$ cat config.mk
export PLATFORM = sky130hd
export DESIGN_NAME = mem_lsu
export DESIGN_NICKNAME = d
export VERILOG_FILES = /design/src/rtl/mem_lsu.sv
export SDC_FILE = /design/constraint.sdc
export NUM_CORES = 1
export LEC_CHECK = 0
export CORE_ASPECT_RATIO = 1.75
export CORE_MARGIN = 2
export CORE_UTILIZATION = 46
export CTS_CLUSTER_SIZE = 14
export DETAILED_ROUTE_END_ITERATION = 8
export PLACE_DENSITY_LB_ADDON = 0.2
export SYNTH_ARGS = -nofsm -noshare
export SYNTH_HDL_FRONTEND = slang
export SYNTH_SLANG_ARGS = --single-unit
$ cat constraint.sdc
create_clock -name clk -period 3.5 [get_ports clk]
set_clock_uncertainty 0.2 [all_clocks]
set_input_delay 0.7 -clock clk [delete_from_list [all_inputs] [get_ports clk]]
set_output_delay 0.7 -clock clk [all_outputs]
set_load 0.1 [all_outputs]
$ cat src/rtl/mem_lsu.sv
// Load/store unit: byte-lane alignment, misalignment traps and access/stall counters for the core.
// Latency: accept -> REQ (1 cycle min) -> [WAIT] -> RESP; misaligned ops trap via EXC after 2 cycles.
// Backpressure: one op in flight; req_ready low until the response handshakes; REQ holds until Mem_Req_Ready.
module mem_lsu #(
  parameter int DATA_W = 32,
  parameter int ADDR_W = 32,
  parameter int CNT_W  = 32
) (
  input  logic                clk,
  input  logic                rst,
  // core request port
  input  logic                req_valid,
  output logic                req_ready,
  input  logic [3:0]          req_op,
  input  logic [ADDR_W-1:0]   req_addr,
  input  logic [31:0]         req_rt,
  // core response port
  output logic                rsp_valid,
  input  logic                rsp_ready,
  output logic [31:0]         rsp_data,
  output logic                rsp_exc,
  // memory port
  output logic [ADDR_W-1:0]   Address,
  output logic                MemWrite,
  output logic                MemRead,
  output logic [DATA_W-1:0]   Write_data,
  output logic [DATA_W/8-1:0] Write_strb,
  input  logic                Mem_Req_Ready,
  input  logic [DATA_W-1:0]   Read_data,
  input  logic                Read_data_Valid,
  output logic                Read_data_Ready,
  // performance counters
  output logic [CNT_W-1:0]    cnt_access,
  output logic [CNT_W-1:0]    cnt_stall
);

  localparam int NB = DATA_W / 8;
  localparam int NG = DATA_W / 32;

  // op[2:0] size/kind encoding (bit 3 of the opcode selects store)
  localparam logic [2:0] SZ_B  = 3'b000;
  localparam logic [2:0] SZ_H  = 3'b001;
  localparam logic [2:0] SZ_WL = 3'b010;
  localparam logic [2:0] SZ_W  = 3'b011;
  localparam logic [2:0] SZ_BU = 3'b100;
  localparam logic [2:0] SZ_HU = 3'b101;
  localparam logic [2:0] SZ_WR = 3'b110;

  typedef enum logic [2:0] {
    S_IDLE,
    S_REQ,
    S_WAIT,
    S_EXC,
    S_RESP
  } state_t;

  state_t state;

  // captured operation; k_q is the byte offset in the word, grp_q the 32-bit group on a 64-bit bus
  logic [3:0]  op_q;
  logic [1:0]  k_q;
  logic        grp_q;
  logic [31:0] rt_q;

  // accept-time decode of the incoming request
  logic [1:0]        in_k;
  logic              in_g;
  logic              in_mis;
  logic [31:0]       st_word;
  logic [3:0]        st_strb4;
  logic [DATA_W-1:0] st_data_bus;
  logic [NB-1:0]     st_strb_bus;
  logic [ADDR_W-1:0] in_addr_al;

  // load path decode from captured registers and the returning bus data
  logic [31:0] rd_word;
  logic [15:0] ld_lane;
  logic [31:0] ld_res;

  // Decode the incoming request: misalignment, aligned address, store lanes and strobes.
  always_comb begin
    in_k        = req_addr[1:0];
    in_g        = (DATA_W == 64) ? req_addr[2] : 1'b0;
    in_addr_al  = req_addr & ~ADDR_W'(NB - 1);
    // halfwords need an even address, full words need a 4-byte aligned one; wl/wr/b never trap
    in_mis      = ((req_op[1:0] == 2'b01) && req_addr[0]) ||
                  ((req_op[2:0] == SZ_W) && (req_addr[1:0] != 2'b00));
    st_word     = req_rt;
    st_strb4    = 4'b0000;
    case (req_op[2:0])
      SZ_B: begin
        st_word  = {4{req_rt[7:0]}};
        st_strb4 = 4'b0001 << in_k;
      end
      SZ_H: begin
        st_word  = {2{req_rt[15:0]}};
        st_strb4 = 4'b0011 << in_k;
      end
      SZ_WL: begin
        // swl writes the high-order bytes of rt into lanes 0..k
        st_word = req_rt >> {~in_k, 3'b000};
        case (in_k)
          2'd0:    st_strb4 = 4'b0001;
          2'd1:    st_strb4 = 4'b0011;
          2'd2:    st_strb4 = 4'b0111;
          default: st_strb4 = 4'b1111;
        endcase
      end
      SZ_W: begin
        st_word  = req_rt;
        st_strb4 = 4'b1111;
      end
      SZ_WR: begin
        // swr writes the low-order bytes of rt into lanes k..3
        st_word  = req_rt << {in_k, 3'b000};
        st_strb4 = 4'b1111 << in_k;
      end
      default: begin
        // undefined store encodings write nothing
        st_word  = req_rt;
        st_strb4 = 4'b0000;
      end
    endcase
    // data is replicated into every 32-bit group; only the selected group is strobed
    st_data_bus = {NG{st_word}};
    st_strb_bus = NB'(st_strb4) << {in_g, 2'b00};
  end

  // Extract, shift and extend the load result from the selected 32-bit group.
  always_comb begin
    rd_word = Read_data[31:0];
    if ((DATA_W == 64) && grp_q) begin
      rd_word = Read_data[DATA_W-1 -: 32];
    end
    ld_lane = 16'(rd_word >> {k_q, 3'b000});
    ld_res  = rd_word;
    case (op_q[2:0])
      SZ_B:  ld_res = {{24{ld_lane[7]}}, ld_lane[7:0]};
      SZ_BU: ld_res = {24'h000000, ld_lane[7:0]};
      SZ_H:  ld_res = {{16{ld_lane[15]}}, ld_lane[15:0]};
      SZ_HU: ld_res = {16'h0000, ld_lane[15:0]};
      // lwl merges the low bytes of the word into the top of rt
      SZ_WL: ld_res = (rd_word << {~k_q, 3'b000}) |
                      (rt_q & ~(32'hFFFF_FFFF << {~k_q, 3'b000}));
      // lwr merges the high bytes of the word into the bottom of rt
      SZ_WR: ld_res = (rd_word >> {k_q, 3'b000}) |
                      (rt_q & ~(32'hFFFF_FFFF >> {k_q, 3'b000}));
      default: ld_res = rd_word;
    endcase
  end

  // Control FSM with registered handshake and memory-side outputs.
  always_ff @(posedge clk) begin
    if (rst) begin
      state           <= S_IDLE;
      req_ready       <= 1'b1;
      rsp_valid       <= 1'b0;
      rsp_data        <= 32'h0;
      rsp_exc         <= 1'b0;
      MemRead         <= 1'b0;
      MemWrite        <= 1'b0;
      Read_data_Ready <= 1'b0;
      Address         <= '0;
      Write_data      <= '0;
      Write_strb      <= '0;
      op_q            <= 4'h0;
      k_q             <= 2'b00;
      grp_q           <= 1'b0;
      rt_q            <= 32'h0;
    end else begin
      case (state)
        S_IDLE: begin
          if (req_valid && req_ready) begin
            op_q      <= req_op;
            k_q       <= in_k;
            grp_q     <= in_g;
            rt_q      <= req_rt;
            req_ready <= 1'b0;
            rsp_data  <= 32'h0;
            if (in_mis) begin
              state <= S_EXC;
            end else begin
              state      <= S_REQ;
              Address    <= in_addr_al;
              MemRead    <= ~req_op[3];
              MemWrite   <= req_op[3];
              Write_data <= st_data_bus;
              Write_strb <= req_op[3] ? st_strb_bus : '0;
            end
          end
        end
        S_REQ: begin
          // request outputs stay frozen until memory takes them
          if (Mem_Req_Ready) begin
            MemRead    <= 1'b0;
            MemWrite   <= 1'b0;
            Write_strb <= '0;
            if (op_q[3]) begin
              state     <= S_RESP;
              rsp_valid <= 1'b1;
            end else begin
              state           <= S_WAIT;
              Read_data_Ready <= 1'b1;
            end
          end
        end
        S_WAIT: begin
          if (Read_data_Valid) begin
            rsp_data        <= ld_res;
            Read_data_Ready <= 1'b0;
            rsp_valid       <= 1'b1;
            state           <= S_RESP;
          end
        end
        S_EXC: begin
          rsp_valid <= 1'b1;
          rsp_exc   <= 1'b1;
          rsp_data  <= 32'h0;
          state     <= S_RESP;
        end
        S_RESP: begin
          if (rsp_ready) begin
            rsp_valid <= 1'b0;
            rsp_exc   <= 1'b0;
            req_ready <= 1'b1;
            state     <= S_IDLE;
          end
        end
        default: begin
          state <= S_IDLE;
        end
      endcase
    end
  end

  // Access and stall counters; both wrap naturally.
  always_ff @(posedge clk) begin
    if (rst) begin
      cnt_access <= '0;
      cnt_stall  <= '0;
    end else begin
      if ((state == S_REQ) && Mem_Req_Ready) begin
        cnt_access <= cnt_access + CNT_W'(1);
      end
      if ((state == S_REQ) || (state == S_WAIT)) begin
        cnt_stall <= cnt_stall + CNT_W'(1);
      end
    end
  end

endmodule

# After elaboration in Yosys (flattened, before gate mapping)
# Cells that the tools add are included.
# classes
n_addsub	2
n_eq_ne	23
shifts	9
mux	39
bitwise	10
reduce_logical	26
# op_table
operator	n
case mux 32 bit (6 select lines)	1
case mux 32 bit (4 select lines)	1
case mux 32 bit (3 select lines)	1
adder 32 x 1 -> 32 bit, second input constant	2
bitwise AND 32 bit	2
2-to-1 mux 32 bit	2
inverter 32 bit	2
bitwise OR 32 bit	2
<< shifter 32 x 5 -> 32 bit	2
right shift 32 x 5 -> 32 bit	2
<< shifter 32 x 5 -> 32 bit, first input constant	1
right shift 32 x 5 -> 32 bit, first input constant	1
case mux 4 bit (5 select lines)	1
2-to-1 mux 4 bit	4
== test 3 x 2 -> 1 bit, second input constant	5
== test 3 bit, second input constant	5
2-to-1 mux 3 bit	5
case mux 3 bit (5 select lines)	1
2-to-1 mux 1 bit	14
inequality test 2 bit, second input constant	7
case mux 4 bit (3 select lines)	1
AND reduction 4 bit	3
case mux 1 bit (2 select lines)	5
nonzero test 2 bit	5
other kinds (20)	34
# totals
reg_bits	209
out_inout_bits	170
elab_cells	125

# Logic depth before layout (Yosys ltp)
# Gate-level depths: netlist of the first run.
# logic_depth
word_depth	8
depth_mapped	8
ltp_nobuf	5

# Worst setup path before layout of the first run
# No wires, ideal clock.
# synth_path
path_type	flip-flop to flip-flop
from	register cnt_access[5]
to	register cnt_access[29]
setup_time_ns	0.121
arrival_time_ns	2.726
setup_slack_ns	0.453
path_stages_with_launch	6
path_cell_list	dfxtp_1 nand4_2 or4_1 buf_2 nor4_1 mux2_2
# synth_between
elab_chain_len	1
# synth_rtl
element	line_no	source
start: declaration	33	output logic [CNT_W-1:0] cnt_access,
start signal: assignment	243	cnt_access <= cnt_access + CNT_W'(1);
adder 32 x 1 -> 32 bit	243	
# No other way between the ends.
# A chain may end at the register's enable or synchronous reset.

# Worst setup path in the final report of the first run
# layout_path
from	register state[0]
to	register cnt_stall[15]
# layout_between
elab_chain_len	2
# layout_rtl
element	line_no	source
start: declaration	57	state_t state;
start signal: assignment	155	state <= S_IDLE;
start signal: assignment	181	state <= S_EXC;
start signal: assignment	183	state <= S_REQ;
== test 3 x 1 -> 1 bit or == test 3 x 2 -> 1 bit (tied branches)	245	if ((state == S_REQ) || (state == S_WAIT)) begin
logical OR 1 bit (*)	245	
end signal: assignment	246	cnt_stall <= cnt_stall + CNT_W'(1);
end: declaration	34	output logic [CNT_W-1:0] cnt_stall
# Mark *: on every way between the ends. The rest lies on a longest branch, timed or not.

==> results of run 1 <==
==> cell usage in the layout, fill, tap and decap left out, types with 11 or more instances in the layout <==
| cell type | count |
|---|---|
| sky130_fd_sc_hd__mux2_2 | 29 |
| sky130_fd_sc_hd__inv_1 | 20 |
| sky130_fd_sc_hd__nand2_1 | 206 |
| sky130_fd_sc_hd__nor2b_1 | 16 |
| sky130_fd_sc_hd__a22oi_1 | 21 |
| sky130_fd_sc_hd__a21oi_1 | 124 |
| sky130_fd_sc_hd__o211ai_1 | 29 |
| sky130_fd_sc_hd__nand4_1 | 19 |
| sky130_fd_sc_hd__o31ai_1 | 16 |
| sky130_fd_sc_hd__dfxtp_1 | 207 |
| sky130_fd_sc_hd__mux2i_1 | 80 |
| sky130_fd_sc_hd__o2bb2ai_1 | 20 |
| sky130_fd_sc_hd__nor3_1 | 37 |
| sky130_fd_sc_hd__or2_2 | 16 |
| sky130_fd_sc_hd__o21ai_0 | 68 |
| sky130_fd_sc_hd__o22ai_1 | 13 |
| sky130_fd_sc_hd__buf_4 | 217 |
| sky130_fd_sc_hd__nor2_1 | 87 |
| sky130_fd_sc_hd__nand3_1 | 27 |
| sky130_fd_sc_hd__o21a_1 | 15 |
| sky130_fd_sc_hd__a222oi_1 | 11 |
| sky130_fd_sc_hd__clkdlybuf4s50_1 | 104 |
| sky130_fd_sc_hd__clkbuf_16 | 23 |
| sky130_fd_sc_hd__o41ai_1 | 13 |
| sky130_fd_sc_hd__a221oi_1 | 17 |
| sky130_fd_sc_hd__a211oi_1 | 16 |
| sky130_fd_sc_hd__xnor2_1 | 14 |
| sky130_fd_sc_hd__or4_1 | 21 |
| sky130_fd_sc_hd__or3_1 | 15 |
| sky130_fd_sc_hd__o221ai_1 | 16 |
==> registers in the layout, indices dropped and copies added, names as in the netlist, 2 cells and up <==
| register | count |
|---|---|
| cnt_stall | 32 |
| rt_q | 32 |
| state | 3 |
| rsp_data | 32 |
| Address | 30 |
| k_q | 2 |
| Write_data | 32 |
| cnt_access | 32 |
| op_q | 4 |
| Write_strb | 4 |
==> area by class of cell <==
type	instances	area (µm²)	area share
Clock buffer	29	638.1	0.04227
Sequential cell	209	4187	0.2774
Clock inverter	10	187.7	0.01243
Inverter	22	82.58	0.005471
Tap cell	316	395.4	0.02619
Timing Repair Buffer	324	2721	0.1803
Multi-Input combinational cell	1083	6883	0.4560
==> worst reg2reg max path: stages (launching register included) <==
cell,delay [ns]
sky130_fd_sc_hd__dfxtp_1,0.63
sky130_fd_sc_hd__xnor2_1,0.14
sky130_fd_sc_hd__buf_4,0.18
sky130_fd_sc_hd__or4_1,0.82
sky130_fd_sc_hd__or4_1,0.53
sky130_fd_sc_hd__a21oi_1,0.15
==> per-stage QoR <==
stage | utilization | area [µm²] | instances | hold WS [ns]
6_report | 0.6026 | 15090 | 1993 | 0.2548
5_1_grt | 0.6026 | 15090 | 1993 | 0.2714
4_1_cts | 0.6026 | 15090 | 1993 | 0.2554
3_5_place_dp | 0.5696 | 14270 | 1954 | 0.2458
3_3_place_gp | 0.5696 | 14270 | 1954 | 0.2382
2_1_floorplan | - | 11660 | 1447 | 0.2338
==> cell families (layout without fill, tap and decap cells) <==
logic type | after synthesis | in the layout
AOI/OAI and AO/OA | 445 | 445
xor gates and xnor gates | 18 | 18
adders and majority gates | 2 | 2
buffers and inverters | 155 | 385
DFF | 209 | 209
muxes | 109 | 109
other | 1 | 2
and+or+nand+nor | 507 | 507
==> worst max path at each step <==
stage / start / end / cells after the start
2_1_floorplan: cnt_access[5]$_SDFFE_PP0P_ / cnt_access[29]$_SDFFE_PP0P_ / 5
3_3_place_gp: Mem_Req_Ready / cnt_access[30]$_SDFFE_PP0P_ / 5
3_5_place_dp: Mem_Req_Ready / cnt_access[30]$_SDFFE_PP0P_ / 5
4_1_cts: state[0]$_SDFFE_PP0P_ / cnt_stall[15]$_SDFFE_PP0N_ / 5
5_1_grt: state[0]$_SDFFE_PP0P_ / cnt_stall[31]$_SDFFE_PP0N_ / 5
6_report: state[0]$_SDFFE_PP0P_ / cnt_stall[15]$_SDFFE_PP0N_ / 5
==> where the power goes <==
part | leakage [nW] | switching [W] | internal, W
Sequential | 1.70 | 0.000330 | 0.00271
Clock | 0.403 | 0.00102 | 0.00166
Combinational | 3.46 | 0.00310 | 0.00119
==> per-layer routing <==
layer | track usage | vias to the layer above | share of wire
li1 | - | 5797 | -
met1 | 0.3229 | 5712 | 0.35
met2 | 0.5452 | 497 | 0.51
met3 | 0.05739 | 148 | 0.067
met4 | 0.1775 | 0 | 0.066
met5 | 0 | - | 0
==> run_results.csv, run 1 <==
group,metric,value,unit
critical_path,crit_arrival,2.95,ns
final_layout,layout-drive-gt1-share,0.1950,
logic_synthesis,yosys-top-cells-count,"209 x sky130_fd_sc_hd__dfxtp_1, 206 x sky130_fd_sc_hd__nand2_1, 124 x sky130_fd_sc_hd__a21oi_1, 100 x sky130_fd_sc_hd__clkbuf_1, 89 x sky130_fd_sc_hd__nor2_1",
logic_synthesis,yosys.area_share.simple,0.2133,
critical_path,timing.critical_path.max_delay_family,"simple AND/OR/NAND/NOR gates",
logic_synthesis,netlist_instances,1446,
logic_synthesis,synth_edf_count,0,
place,post_detail_place_hpwl,30950,µm
clock_tree,cts_max_path_buffers,3,
final_layout,fin_nets,1770,
timing,final.setup.tns,0,ns
route,totalWireLength,41960,µm
timing,timing_hold_violations_final,0,
route,ant_nets,0,
timing,fin_crit,2.712,ns
logic_synthesis,synth_mux_area_frac,0.09672,
critical_path,critical_path.reg2reg.endpoint,"cnt_stall[15]$_SDFFE_PP0N_",
clock_tree,cts-htree-levels,1,
global_routing,gr-total-overflow,0,
hold_path,hold_path_startpoint,"rt_q[6]$_SDFFE_PP0P_",
timing,fin_crit_sh,0.7749,
clock_tree,count_of_clock_tree_sinks,209,
clock_tree,post_cts_hold_buffer_count,0,
timing,setup_violations,0,
status,outcome,"finished, final reports clean",
critical_path,start_kind,"flop",
critical_path,timing.reg2reg.setup_slack,0.79,ns
global_routing,grt_antenna_before_repair,0,
route,avgViaCountPerCell,6.098,
logic_synthesis,yosys.area.top_type_share,0.3590,
logic_synthesis,synth_warnings,0,
route,drt_iter0_drc,847,
place,dp_slack,0.4072,ns
floorplan,i_o_pins,276,
job,cap_viol_max_count,0,
logic_synthesis,xor_xnor_portion_of_the_synthesized_cell_area,0.01353,
hold_path,worst_hold_path_type,"flop to flop",
power,power_per_cell_area,662.3,nW/µm²
logic_synthesis,mappedNetlistArea,11660,µm²
timing,post-route-worst-setup-slack,0.7878,ns
critical_path,cp_max_fo,24,
clock_tree,cts-resized-gates,0,
clock_tree,cts-buffers-inserted,22,
global_routing,grt_start_max_net_pins,79,
power,total_leakage_power,5.565,nW
clock_tree,tritoncts,"done",
floorplan,die_extent_in_x,124.3,µm
timing,slew_headroom,0.4152,
critical_path,r2r_cells,5,
power,total_power,0.009998,W
floorplan,initial_core_util,0.4653,
logic_synthesis,postSynthAreaPerCell,8.061,µm²
critical_path,r2r_start,"state[0]$_SDFFE_PP0P_",
logic_synthesis,synth_top_family_by_area,"compound AO/OA/AOI/OAI gates",
clock_tree,cts.repair_timing.setup_buffer_count,0,
logic_synthesis,synth_area_leader_cell,"sky130_fd_sc_hd__dfxtp_1",
timing,max_freq,0.3687,GHz
hold_path,hold-path-endpoint,"rt_q[6]$_SDFFE_PP0P_",
floorplan,fp.dieArea,26680,µm²
final_layout,diode_count,0,
critical_path,cp-end-kind,"flop",
route,vias,12150,
timing,report.final.slew_viol_count,0,
place,finalWeightedCongestion,0.9956,
critical_path,crit_type,"flop to flop",
global_routing,globalRouteTotalUtil,0.3016,
floorplan,floorplan.core_area,25050,µm²
clock_tree,clock_insertion_delay_worst_skew,0.53,ns
floorplan,rows,77,
power,vdd_drop_max,0.0004290,V
critical_path,critPathMostFrequentCell,"sky130_fd_sc_hd__or4_1",
route,drt_drc_violations_left,0,
logic_synthesis,synth_async_sr_flop_share,0,
hold_path,holdPathStages,2,
critical_path,cell_breakdown_of_the_critical_path,"xnor2_1 -> buf_4 -> or4_1 -> or4_1 -> a21oi_1",
timing,worst_pin_slew,0.8761,ns
critical_path,cp_slowest_stage_delay,0.82,ns
logic_synthesis,synth_adder_area_share,0.002147,
logic_synthesis,synth.most_common_cell,"sky130_fd_sc_hd__dfxtp_1",
logic_synthesis,sequential_to_total_area_share_from_yosys_stat,0.3590,
timing,rsz_0062_raised_after_global_routing,"no",
clock_tree,cts_root_buffer,"sky130_fd_sc_hd__clkbuf_16",
final_layout,nFillCells,2328,
floorplan,vert_die_dim,214.6,µm
route,dr.pass1.iters,6,
logic_synthesis,synth_compound_gate_area_share,0.2622,
final_layout,syn_to_final_growth,29.50,%
logic_synthesis,ys_top_cells_by_area,"sky130_fd_sc_hd__dfxtp_1 36%, sky130_fd_sc_hd__mux2i_1 6.9%, sky130_fd_sc_hd__nand2_1 6.6%",
logic_synthesis,synth_flop_cell,"sky130_fd_sc_hd__dfxtp_1",
global_routing,via_count_of_the_first_global_routing_pass,11750,
global_routing,grt_pass1_wl,65360,µm
critical_path,crit_buf_inv,1,
logic_synthesis,synth.ff_latch_count,209,
route,avgRoutedWirePerCell,21.06,µm
place,count_of_input_and_output_buffers,273,
logic_synthesis,synth.distinct_cells,69,
critical_path,slowest_stage,"sky130_fd_sc_hd__or4_1",
clock_tree,clk_pin_slew_worst_setup_hold_paths,0.07,ns
critical_path,cp_data_required_time,3.74,ns
No activity file was read; power rests on OpenSTA's default activity.
==> run 2: changes to the inputs <==
clock period = 2.8 ns   (was 3.5 ns; I/O delays follow)
==> run_results.csv, run 2 (synthesis gave the netlist of run 1 again) <==
group,metric,value,unit
final_layout,layout_commonest_cell,"sky130_fd_sc_hd__buf_4",
clock_tree,cts-htree-levels,1,
critical_path,cp-end-kind,"flop",
global_routing,via_count_of_the_first_global_routing_pass,12410,
status,outcome,"finished, final reports clean",
place,count_of_input_and_output_buffers,273,
hold_path,holdPathStages,2,
timing,final.setup.tns,0,ns
global_routing,grt_start_max_net_pins,83,
route,wl_met3,2689,µm
clock_tree,count_of_clock_tree_sinks,209,
power,total_leakage_power,5.896,nW
final_layout,nFillCells,2280,
critical_path,timing.critical_path.depth,5,
global_routing,gr-total-overflow,0,
timing,rsz_0062_raised_after_global_routing,"no",
critical_path,cp_slowest_stage_delay,0.77,ns
clock_tree,clk_pin_slew_worst_setup_hold_paths,0.06,ns
critical_path,cp_max_fo,26,
final_layout,layout-drive-gt1-share,0.2441,
route,totalWireLength,43740,µm
route,avgRoutedWirePerCell,21.21,µm
floorplan,fp.dieArea,26680,µm²
route,wl_met1,15030,µm
critical_path,crit_type,"flop to flop",
critical_path,cp_data_required_time,2.98,ns
floorplan,vert_die_dim,214.6,µm
clock_tree,tritoncts,"done",
route,ant_nets,0,
job,cap_viol_max_count,0,
clock_tree,cts_max_path_buffers,3,
route,drt_drc_violations_left,0,
floorplan,rows,77,
critical_path,start_kind,"flop",
power,vdd_drop_max,0.0005844,V
timing,max_freq,0.4092,GHz
floorplan,i_o_pins,276,
timing,slew_headroom,0.5241,
route,dr.pass1.iters,9,
power,power_per_cell_area,782.1,nW/µm²
place,finalWeightedCongestion,1.008,
floorplan,floorplan.core_area,25050,µm²
timing,report.final.slew_viol_count,0,
route,avgViaCountPerCell,6.090,
critical_path,timing.critical_path.max_delay_family,"compound AO/OA/AOI/OAI gates",
clock_tree,cts.repair_timing.setup_buffer_count,0,
global_routing,grt_pass1_wl,67530,µm
timing,timing_hold_violations_final,0,
route,vias,12560,
route,drt_iter0_drc,787,
critical_path,r2r_cells,5,
route,highest-signal-layer,"met4",
critical_path,cell_breakdown_of_the_critical_path,"or2_2 -> a21oi_1 -> buf_4 -> a222oi_1 -> o211ai_1",
timing,post-route-worst-setup-slack,0.3565,ns
hold_path,worst_hold_path_type,"input port to flop",
final_layout,fin_nets,1840,
critical_path,crit_buf_inv,1,
clock_tree,cts-buffers-inserted,21,
floorplan,initial_core_util,0.4653,
clock_tree,cts_root_buffer,"sky130_fd_sc_hd__clkbuf_16",
global_routing,grt_antenna_before_repair,1,
timing,setup_violations,0,
final_layout,syn_to_final_growth,34.09,%
clock_tree,cts-resized-gates,0,
route,routed-wl-met2,22670,µm
timing,fin_crit_sh,0.8727,
place,post_detail_place_hpwl,33050,µm
place,dp_slack,0.03392,ns
final_layout,commonest_cells_after_routing_fill_and_taps_aside,"278 x sky130_fd_sc_hd__buf_4, 206 x sky130_fd_sc_hd__nand2_1, 177 x sky130_fd_sc_hd__dfxtp_1",
clock_tree,clock_insertion_delay_worst_skew,0.51,ns
clock_tree,post_cts_hold_buffer_count,0,
timing,worst_pin_slew,0.7123,ns
timing,fin_crit,2.444,ns
floorplan,die_extent_in_x,124.3,µm
critical_path,crit_arrival,2.62,ns
critical_path,slowest_stage,"sky130_fd_sc_hd__dfxtp_2",
global_routing,globalRouteTotalUtil,0.3134,
run 2: cell count changes in the layout (fill, tap and decap cells not counted), sizes merged:
cell	before	now
buf	220	291
bufinv	5	1
clkbuf	29	26
clkinv	4	10
clkinvlp	1	0
diode	0	1
inv	22	21
run 2: per-stage QoR:
stage               power, W  hold WS, ns  std cells  utilization  area [µm²]
floorplan           0.007693       0.2338       1447            -       11700
global placement    0.009424       0.2401       2025       0.5974       14960
detailed placement  0.009475       0.2458       2025       0.5974       14960
CTS                  0.01226       0.1233       2061       0.6239       15630
global route         0.01275       0.1390       2061       0.6239       15630
finish               0.01222       0.1410       2062       0.6240       15630
run 2: routing by layer:
| metal | up-vias | global-route usage |
|---|---|---|
| li1 | 5936 | - |
| met1 | 5889 | 0.3133 |
| met2 | 564 | 0.5803 |
| met3 | 168 | 0.05240 |
| met4 | 0 | 0.2202 |
| met5 | - | 0 |
run 2: worst reg2reg max path, stage by stage, from the launching register on:
cell and delay (ns):
sky130_fd_sc_hd__dfxtp_2 0.77, sky130_fd_sc_hd__or2_2 0.31, sky130_fd_sc_hd__a21oi_1 0.09, sky130_fd_sc_hd__buf_4 0.18
sky130_fd_sc_hd__a222oi_1 0.63, sky130_fd_sc_hd__o211ai_1 0.14
run 2: worst paths after layout:
| check | startpoint | end | slack [ns] |
|---|---|---|---|
| setup / recovery | k_q[1]$_SDFFE_PP0P_ | rsp_data[15]$_SDFFE_PP0P_ | 0.36 |
| setup reg to reg | k_q[1]$_SDFFE_PP0P_ | rsp_data[15]$_SDFFE_PP0P_ | 0.36 |
| hold reg to reg | rsp_data[19]$_SDFFE_PP0P_ | rsp_data[19]$_SDFFE_PP0P_ | 0.25 |
| hold / removal | rst | rt_q[8]$_SDFFE_PP0P_ | 0.14 |
run 2: cell type report:
class | count | area [µm²] | area share
Sequential cell | 209 | 4224 | 0.2703
Clock buffer | 26 | 584.3 | 0.03738
Timing Repair Buffer | 395 | 3379 | 0.2162
Inverter | 22 | 82.58 | 0.005283
Antenna cell | 1 | 2.502 | 0.0001601
Multi-Input combinational cell | 1083 | 6883 | 0.4404
Clock inverter | 10 | 78.83 | 0.005043
Tap cell | 316 | 395.4 | 0.02530
run 2: report_power, final:
group          leakage [nW]  total (W)  switching, W  internal, W
clock network         0.338    0.00278       0.00120      0.00157
registers              1.71    0.00373      0.000345      0.00339
logic                  3.84    0.00572       0.00399      0.00172
==> run 3: changes to the inputs <==
clock period = 2.45 ns   (was 2.8 ns; I/O delays follow)
==> run_results.csv, run 3 (synthesis gave the netlist of run 1 again) <==
group,metric,value,unit
clock_tree,cts-resized-gates,0,
clock_tree,tritoncts,"done",
global_routing,grt_start_max_net_pins,46,
clock_tree,clock_insertion_delay_worst_skew,0.52,ns
clock_tree,cts_max_path_buffers,3,
power,vdd_drop_max,0.0006547,V
final_layout,nFillCells,2235,
floorplan,die_extent_in_x,124.3,µm
job,cap_viol_max_count,0,
power,total_leakage_power,6.219,nW
critical_path,timing.reg2reg.setup_slack,0.13,ns
route,drt_iter0_drc,734,
timing,rsz_0062_raised_after_global_routing,"no",
final_layout,area_of_the_multi_input_gates,6890,µm²
final_layout,reg_area,4313,µm²
final_layout,layoutNonFillerInstCount,2123,
floorplan,i_o_pins,276,
route,vias,12890,
place,finalWeightedCongestion,1.020,
place,placedCellCount,2086,
route,avgRoutedWirePerCell,21.46,µm
critical_path,cp_max_fo,22,
timing,max_freq,0.4306,GHz
global_routing,grt_antenna_before_repair,0,
place,count_of_input_and_output_buffers,273,
power,total_power,0.01422,W
final_layout,layout_commonest_cell,"sky130_fd_sc_hd__buf_4",
final_layout,layout-drive-gt1-share,0.2789,
clock_tree,cts.repair_timing.setup_buffer_count,0,
power,power_per_cell_area,875.4,nW/µm²
floorplan,vert_die_dim,214.6,µm
floorplan,floorplan.core_area,25050,µm²
floorplan,rows,77,
floorplan,initial_core_util,0.4653,
timing,fin_crit,2.323,ns
final_layout,diode_count,0,
global_routing,gr-total-overflow,0,
timing,final.setup.tns,0,ns
hold_path,worst_hold_path_type,"input port to flop",
timing,slew_headroom,0.5261,
place,post_detail_place_hpwl,35010,µm
global_routing,grt_pass1_wl,70240,µm
timing,report.final.slew_viol_count,0,
floorplan,fp.dieArea,26680,µm²
clock_tree,count_of_clock_tree_sinks,209,
route,avgViaCountPerCell,6.071,
route,dr.pass1.iters,5,
global_routing,via_count_of_the_first_global_routing_pass,12710,
clock_tree,cts_root_buffer,"sky130_fd_sc_hd__clkbuf_16",
critical_path,crit_arrival,2.56,ns
critical_path,crit_type,"flop to flop",
clock_tree,cts-buffers-inserted,21,
critical_path,cp_data_required_time,2.69,ns
final_layout,syn_to_final_growth,39.34,%
status,outcome,"finished, final reports clean",
clock_tree,cts-htree-levels,1,
global_routing,globalRouteTotalUtil,0.3269,
final_layout,commonest_cells_after_routing_fill_and_taps_aside,"334 x sky130_fd_sc_hd__buf_4, 206 x sky130_fd_sc_hd__nand2_1, 160 x sky130_fd_sc_hd__dfxtp_1",
timing,worst_pin_slew,0.7095,ns
critical_path,start_kind,"flop",
timing,setup_violations,0,
timing,fin_crit_sh,0.9480,
final_layout,fin_nets,1901,
clock_tree,post_cts_hold_buffer_count,0,
critical_path,cp-end-kind,"flop",
route,ant_nets,0,
timing,timing_hold_violations_final,0,
clock_tree,clk_pin_slew_worst_setup_hold_paths,0.07,ns
route,drt_drc_violations_left,0,
route,totalWireLength,45560,µm
## run 3: path summary, 6_finish.rpt
kind,from,to,cells after the start
worst max-delay path,cnt_stall[0]$_SDFFE_PP0N_,cnt_stall[24]$_SDFFE_PP0N_,5
worst max register to register,cnt_stall[0]$_SDFFE_PP0N_,cnt_stall[24]$_SDFFE_PP0N_,5
worst min register to register,Address[28]$_SDFFE_PP0P_,Address[28]$_SDFFE_PP0P_,2
worst min-delay path,rst,cnt_stall[4]$_SDFFE_PP0N_,2
## run 3: power breakdown
part | total [W] | switching [W] | internal [W] | leakage, nW
sequential | 0.00421 | 0.000360 | 0.00385 | 1.73
combinational | 0.00682 | 0.00468 | 0.00214 | 4.16
clock | 0.00319 | 0.00139 | 0.00180 | 0.334
total | 0.0142 | 0.00643 | 0.00779 | 6.22
## run 3: through the flow
step | util | area, µm² | hold slack, ns | setup slack, ns
2_1_floorplan | - | 11810 | 0.2338 | -0.004966
3_3_place_gp | 0.6220 | 15580 | 0.2395 | -0.2467
3_5_place_dp | 0.6220 | 15580 | 0.2433 | -0.2705
4_1_cts | 0.6484 | 16240 | 0.1194 | 0.1257
5_1_grt | 0.6484 | 16240 | 0.1253 | 0.04124
6_report | 0.6484 | 16240 | 0.1180 | 0.1274
## run 3: worst max-delay path, stage by stage (launching register included)
cell and delay [ns]:
sky130_fd_sc_hd__dfxtp_4 0.38, sky130_fd_sc_hd__ha_4 0.13, sky130_fd_sc_hd__and3b_1 0.20, sky130_fd_sc_hd__or4b_4 0.62, sky130_fd_sc_hd__or4_1 0.54, sky130_fd_sc_hd__a21oi_1 0.17
## run 3: cell type report
class	instances	area share
Timing Repair Buffer	456	0.2401
Tap cell	316	0.02434
Sequential cell	209	0.2655
Clock inverter	8	0.004006
Clock buffer	29	0.03667
Inverter	22	0.005084
Multi-Input combinational cell	1083	0.4242
## run 3: layer usage
metal	up-vias	GRT usage	wire length, µm
met5	-	0	0
met4	0	0.2551	3957
met3	177	0.05264	2826
met2	531	0.5951	23400
met1	6120	0.3265	15370
li1	6061	-	-
